**src/rtl/id_ctrl_stage.sv**
```systemverilog
// ID-stage control decoder with ARM condition evaluation, registered into the ID/EX control word.
// A multi-cycle MUL holds EX via a busy FSM; freeze holds the register and flush kills it.
module id_ctrl_stage #(
  parameter int unsigned      CMD_W   = 4,
  parameter int unsigned      MUL_LAT = 3,
  parameter logic [CMD_W-1:0] MUL_CMD = CMD_W'(4'b1010)
) (
  input  logic             clk,
  input  logic             rst,
  input  logic             in_valid,
  input  logic [3:0]       cond,
  input  logic [3:0]       op_code,
  input  logic [1:0]       mode,
  input  logic             S_in,
  input  logic             is_mul,
  input  logic [3:0]       status,
  input  logic             freeze,
  input  logic             flush,
  output logic             out_valid,
  output logic             S_out,
  output logic             B,
  output logic             mem_r_en,
  output logic             mem_w_en,
  output logic             wb_en,
  output logic [CMD_W-1:0] exe_cmd,
  output logic             busy
);

  localparam int unsigned CNT_W = $clog2(MUL_LAT) + 1;

  typedef struct packed {
    logic             valid;
    logic             s;
    logic             b;
    logic             mem_r;
    logic             mem_w;
    logic             wb;
    logic [CMD_W-1:0] cmd;
  } ctrl_t;

  typedef enum logic [0:0] {StIdle, StMulBusy} state_e;

  state_e             state_q, state_d;
  logic [CNT_W-1:0]   cnt_q, cnt_d;
  ctrl_t              ctrl_q, ctrl_d;
  ctrl_t              dec;
  logic               dec_is_mul;
  logic               cond_pass;
  logic               issue;

  // Decode opcode/mode/S into an EX control word (valid assumed; gated later)
  always_comb begin
    dec        = '0;
    dec_is_mul = 1'b0;
    if (mode == 2'b10) begin
      dec.b = ~op_code[3];
    end else if (mode == 2'b00 && is_mul) begin
      dec.cmd    = MUL_CMD;
      dec.wb     = 1'b1;
      dec_is_mul = 1'b1;
    end else begin
      case (op_code)
        4'b1101: begin dec.cmd = CMD_W'(4'b0001); dec.wb = 1'b1; end
        4'b1111: begin dec.cmd = CMD_W'(4'b1001); dec.wb = 1'b1; end
        4'b0100: begin
          if (mode == 2'b00) begin
            dec.cmd = CMD_W'(4'b0010);
            dec.wb  = 1'b1;
          end else if (mode == 2'b01) begin
            dec.cmd   = CMD_W'(4'b0010);
            dec.wb    = S_in;
            dec.mem_r = S_in;
            dec.mem_w = ~S_in;
          end
        end
        4'b0101: begin dec.cmd = CMD_W'(4'b0011); dec.wb = 1'b1; end
        4'b0010: begin dec.cmd = CMD_W'(4'b0100); dec.wb = 1'b1; end
        4'b0110: begin dec.cmd = CMD_W'(4'b0101); dec.wb = 1'b1; end
        4'b0000: begin dec.cmd = CMD_W'(4'b0110); dec.wb = 1'b1; end
        4'b1100: begin dec.cmd = CMD_W'(4'b0111); dec.wb = 1'b1; end
        4'b0001: begin dec.cmd = CMD_W'(4'b1000); dec.wb = 1'b1; end
        4'b1010: dec.cmd = CMD_W'(4'b0100);
        4'b1000: dec.cmd = CMD_W'(4'b0110);
        default: ;
      endcase
    end
    dec.s     = (mode == 2'b00) & S_in;
    dec.valid = 1'b1;
  end

  // Condition field against {N,Z,C,V}
  always_comb begin
    logic n, z, c, v;
    {n, z, c, v} = status;
    unique case (cond)
      4'b0000: cond_pass = z;
      4'b0001: cond_pass = ~z;
      4'b0010: cond_pass = c;
      4'b0011: cond_pass = ~c;
      4'b0100: cond_pass = n;
      4'b0101: cond_pass = ~n;
      4'b0110: cond_pass = v;
      4'b0111: cond_pass = ~v;
      4'b1000: cond_pass = c & ~z;
      4'b1001: cond_pass = ~c | z;
      4'b1010: cond_pass = (n == v);
      4'b1011: cond_pass = (n != v);
      4'b1100: cond_pass = ~z & (n == v);
      4'b1101: cond_pass = z | (n != v);
      4'b1110: cond_pass = 1'b1;
      default: cond_pass = 1'b0;
    endcase
  end

  assign issue = in_valid & cond_pass;

  always_ff @(posedge clk or negedge rst) begin
    if (!rst) begin
      state_q <= StIdle;
      cnt_q   <= '0;
      ctrl_q  <= '0;
    end else begin
      state_q <= state_d;
      cnt_q   <= cnt_d;
      ctrl_q  <= ctrl_d;
    end
  end

  // Priority: flush > freeze > FSM state
  always_comb begin
    state_d = state_q;
    cnt_d   = cnt_q;
    ctrl_d  = ctrl_q;
    if (flush) begin
      state_d = StIdle;
      cnt_d   = '0;
      ctrl_d  = '0;
    end else if (!freeze) begin
      unique case (state_q)
        StIdle: begin
          ctrl_d = issue ? dec : '0;
          if (issue && dec_is_mul && (MUL_LAT > 1)) begin
            state_d = StMulBusy;
            cnt_d   = CNT_W'(MUL_LAT - 1);
          end
        end
        StMulBusy: begin
          ctrl_d = '0;
          cnt_d  = cnt_q - CNT_W'(1);
          if (cnt_q == CNT_W'(1)) state_d = StIdle;
        end
        default: state_d = StIdle;
      endcase
    end
  end

  always_comb begin
    out_valid = ctrl_q.valid;
    S_out     = ctrl_q.s;
    B         = ctrl_q.b;
    mem_r_en  = ctrl_q.mem_r;
    mem_w_en  = ctrl_q.mem_w;
    wb_en     = ctrl_q.wb;
    exe_cmd   = ctrl_q.cmd;
    busy      = (state_q == StMulBusy);
  end

endmodule

```
**config.mk**
```make
export PLATFORM = sky130hd
export DESIGN_NAME = id_ctrl_stage
export DESIGN_NICKNAME = d
export VERILOG_FILES = /design/src/rtl/id_ctrl_stage.sv
export SDC_FILE = /design/constraint.sdc
export NUM_CORES = 1
export LEC_CHECK = 0
export CELL_PAD_IN_SITES_DETAIL_PLACEMENT = 0
export CELL_PAD_IN_SITES_GLOBAL_PLACEMENT = 1
export CORE_UTILIZATION = 31
export DETAILED_ROUTE_END_ITERATION = 8
export GPL_TIMING_DRIVEN = 0
export PLACE_DENSITY = 0.81
export SYNTH_ARGS = -nofsm -noshare
export SYNTH_HDL_FRONTEND = slang
export SYNTH_SLANG_ARGS = --single-unit
```
**constraint.sdc**
```tcl
create_clock -name clk -period 1.6 [get_ports clk]
set_clock_uncertainty 0.2 [all_clocks]
set_input_delay 0.16 -clock clk [delete_from_list [all_inputs] [get_ports clk]]
set_output_delay 0.16 -clock clk [all_outputs]
set_load 0.005 [all_outputs]
```
Yosys cells after proc, flatten, opt, wreduce, memory -nomap -nowiden
Cells that the tools add are included.
Widths: inputs -> output; s select.
- register bits: 14
- input bits: 21
- logic and storage cells: 89
- add/sub/neg operators: 1
- eq/ne operators: 31
- muxes and demuxes: 26
- bitwise logic cells: 13
- reduce and logical (&&, ||, !) cells: 9
- operators with widths (cell ; count):
    $eq 4x4->1 const B ; 12
    $pmux 4 s9 ; 1
    $mux 10 ; 3
    $eq 4x3->1 const B ; 7
    $pmux 10 s2 ; 1
    $pmux 1 s15 ; 1
    $mux 7 ; 2
    $eq 4x2->1 const B ; 3
    $mux 5 ; 2
    $mux 3 ; 3
    $eq 4x1->1 const B ; 2
    $logic_not 4->1 ; 2
    $reduce_or 8->1 ; 1
    $mux 1 ; 7
    $not 1->1 ; 7
    $mux 2 ; 3
    $pmux 3 s2 ; 1
    $and 1x1->1 ; 4
    $pmux 1 s2 ; 2
    $reduce_or 2->1 ; 2
    $eq 3x1->1 const B ; 1
    $ne 3x3->1 const B ; 1
    $sub 3x1->3 const B ; 1
    $eq 2x1->1 const B ; 1
    8 further kinds ; 10

Logic depth before layout (Yosys ltp)
- depth after elaboration: 10
- mapped depth: 7

Worst setup path before layout
No wires, ideal clock.
- kind: register to register
- from: register state_q, in the netlist busy
- to: register ctrl_q (netlist bit S_out)
- data arrival time: 1.495 ns
- required time: 1.324 ns
- path slack: -0.172 ns
- stages on the path, launching flop included: 6
- clock period less this slack: 1.772 ns
- path through: dfrtp_1 > clkbuf_1 > nor3_2 > nand3_2 > or4b_1 > o21ai_1
- cells in the longest elaborated chain, start to end: 4
- RTL lines (element ; line ; RTL):
    start, declared ; 43 ; state_e state_q, state_d;
    start signal, assigned ; 119 ; state_q <= StIdle;
    start signal, assigned ; 123 ; state_q <= state_d;
    $not 1->1 ; -- ;
    $pmux 10 s2 * ; 139 ; unique case (state_q)
    $mux 10 * ; 138 ; end else if (!freeze) begin
    $mux 10 * ; 134 ; if (flush) begin
    end signal, assigned ; 125 ; ctrl_q <= ctrl_d;
    end, declared ; 45 ; ctrl_t ctrl_q, ctrl_d;
Mark *: on every way between the ends. The rest lies on a longest branch, timed or not. The select of a mux whose other input is x is not followed.
A chain may end at the register's enable or synchronous reset.

Worst setup path after layout
Ends and elaborated chain as after synthesis.

==> results.ini <==
[drt]
dr.pass1.iters = 4
routedWlPerCell_um = 14.13
vias = 1230
routed_wl_um = 3293
drc = 0
viasPerCell = 5.279
ant_nets = 0
drt_iter0_drc = 107

[critical_path]
crit_buf_inv = 1
rr_worst_depth = 5
max_stage_delay_ns = 0.52
critPathLaunchType = flop
crit_family = simple AND/OR/NAND/NOR gates
crit_slowest_cell = or4b_4
cp_max_fo = 3
cp.required_ns = 1.57
end_kind = flop
path_depth = 5
rr_endpoint = S_out$_DFFE_PN0P_
r2r_setup_slack_ns = -0.17
arrival_ns = 1.74
path_class = reg2reg
path_cells = clkbuf_8, nor3_4, nand3_4, or4b_4, o21ai_2
reg2reg_from = busy$_DFFE_PN0P_

[clock_tree]
clockBufferDepth = 2
cts.clk_slew.worst_paths_ns = 0.05
cts.sinks = 14
clock_latency_ns = 0.24
ctsHoldBuffers = 0
numCtsBuffers = 3
cts_root_buffer = clkbuf_8
cts_tree = built
htree_num_levels = 1

[synth]
synthTopCellsByArea = dfrtp_1, nand2_1, o31ai_1
synth_edf_count = 0
synth_ff_type = dfrtp_1
synth_seq_cells = 14
ys_warn_count = 0
synth_xor_xnor_area_share_pct = 3.034
syn_nets = 161
synth_compound_area_share_pct = 23.84
synthAdderAreaFrac_pct = 2.167
synth_top_area_share_pct = 30.34
ys_seq_area_share_pct = 30.34
syn_area_mm2 = 0.001155
synth_cells = 138
syn_avg_cell_area_um2 = 8.369
yosys.area.top_type = dfrtp_1
synth-simple-area-share_pct = 29.90
yosysUniqueCellTypes = 52
synth_top_family_by_area = simple AND/OR/NAND/NOR gates
async_reset_ff_share_pct = 100.0
muxShareOfSynthArea_pct = 3.575

[global_route]
grt_overflow = 0
grt_pass1_vias = 1208
grt_pass1_wl_um = 5223
grt_max_degree = 15
grt_use_total_pct = 16.42
grt_antenna_before_repair = 0

[placement]
dp_slack_ns = -0.6597
place.gp.congestion = 0.7404
io_buffer_count = 26
dp_hpwl_um = 2217

[timing]
finalHoldViolCount = 0
fin_crit_sh_pct = 110.9
fin_tns_setup_ns = -0.9121
slew_violations = 0
slew-limit-headroom_pct = 59.58
max_freq_ghz = 0.5636
fin_ws_ns = -0.1744
fin_crit_ns = 1.774
worst_pin_slew_ns = 0.6044
setup_viol = 12
holdWs_ns = 0.04329
rsz0062_at_grt = yes

[cells_and_area]
multi_input_area_um2 = 942.2
fin_nets = 211
syn_to_final_growth_pct = 64.79
diodes = 0
fillers = 305
drive_above_1_share_pct = 36.90
final_util_pct = 55.29
seq_area_um2 = 350.3

[status]
failed_checks = setup timing
status = finished with violations

[floorplanning]
io_pins = 32
initial_core_util_pct = 33.55
die_h_um = 63.04
die_w_um = 63.04
die_area_mm2 = 0.003973
rows = 21
core_mm2 = 0.003442

[power]
leakagePower_nw = 0.8365
ir_worst_vdd_uv = 285.9
power_density_mw_per_mm2 = 537.6
totalPowerFinal_mw = 1.023

[hold_path]
worstHoldStart = op_code[3]
hold_depth = 2
hold_end = B$_DFFE_PN0P_
hold_path.class = in2reg

[job]
drv_cap = 0

logic make-up after synthesis:
kind of cell,count (synthesis)
compound gates,36
flops,14
mux,4
buf+inv,16
simple gates,62
fa+ha+maj,2
xor+xnor,4
cell usage in the layout, fill, tap and decap left out, drive strengths merged, types with 3 or more instances in the layout:
master,Yosys,routed
nand4,4,4
nor2,8,8
inv,6,6
and3b,3,3
dlymetal6s2s,0,4
clkdlybuf4s50,0,12
nor2b,5,5
o21ai,8,8
nand2b,4,4
a21oi,3,3
buf,6,29
xnor2,3,3
clkbuf,4,12
o31ai,5,5
dfrtp,14,14
mux2i,3,3
nand2,23,23
worst register-to-register path, delay by kind of cell (launching register included):
kind                   cells  cell delay (ns)
and+or+nand+nor            3             0.83
DFF                        1             0.39
buffers and inverters      1             0.15
AOI/OAI and AO/OA          1             0.14
through the flow:
stage                     instances  area [um2]
after floorplan                 138        1171
after global placement          210        1489
after detailed placement        210        1489
after CTS                       228        1745
after global routing            233        1903
final                           233        1903
per-layer routing:
metal  vias to the layer above  track usage, %  share of wire (%)
met5                         -               0                  0
li1                        604               -                  -
met3                         7           2.372                3.6
met2                        30           27.42                 50
met1                       589           21.08                 45
met4                         0           6.395                1.5
worst max path at each step:
stage                                start                end  slack [ns]
after detailed placement           cond[0]   busy$_DFFE_PN0P_       -0.66
after global routing      busy$_DFFE_PN0P_  S_out$_DFFE_PN0P_       -0.26
final                     busy$_DFFE_PN0P_  S_out$_DFFE_PN0P_       -0.17
after global placement             cond[0]   busy$_DFFE_PN0P_       -0.60
after floorplan           busy$_DFFE_PN0P_  S_out$_DFFE_PN0P_       -0.06
after CTS                 busy$_DFFE_PN0P_  S_out$_DFFE_PN0P_       -0.21
registers in the layout, summed over array words and instances (netlist names):
name / count
S_out: 1
wb_en: 1
mem_w_en: 1
B: 1
exe_cmd: 4
mem_r_en: 1
out_valid: 1
cnt_q: 3
busy: 1
power breakdown:
part	internal [mW]	switching, mW	total, mW
combinational	0.158	0.171	0.329
sequential	0.360	0.00331	0.363
clock	0.217	0.114	0.331
total	0.735	0.288	1.02
synthesized netlist by cell type, types with 2 or more instances:
library cell and count:
or3_1 2, inv_1 6, buf_2 2, nor2b_1 5, a21oi_1 3, mux2i_1 3, a22oi_1 2, clkbuf_1 3
and3b_1 3, dfrtp_1 14, o21ai_1 4, ha_1 2, nor2_1 8, a2111oi_0 2, nand4_1 4, o21ai_0 4
nand3b_1 2, o31ai_1 5, nand2_1 23, xnor2_1 3, a31o_2 2, buf_6 2, nand2b_1 4, a31oi_1 2
cell type report:
class,count,area share (%)
plain buffers,10,4.208
clock buffers,4,2.893
inverters,6,1.183
multi-input cells,108,49.51
flip-flops and latches,14,18.41
well taps,46,3.024
repair buffers,45,20.78
timing repair:
item                       in CTS  in global routing
setup buffers                  12                  5
setup endpoints to repair      14                 15
resized for setup              46                 39
pin swaps                      12                 17
cloned                          2                  0
(Power assumes the default switching activity.)
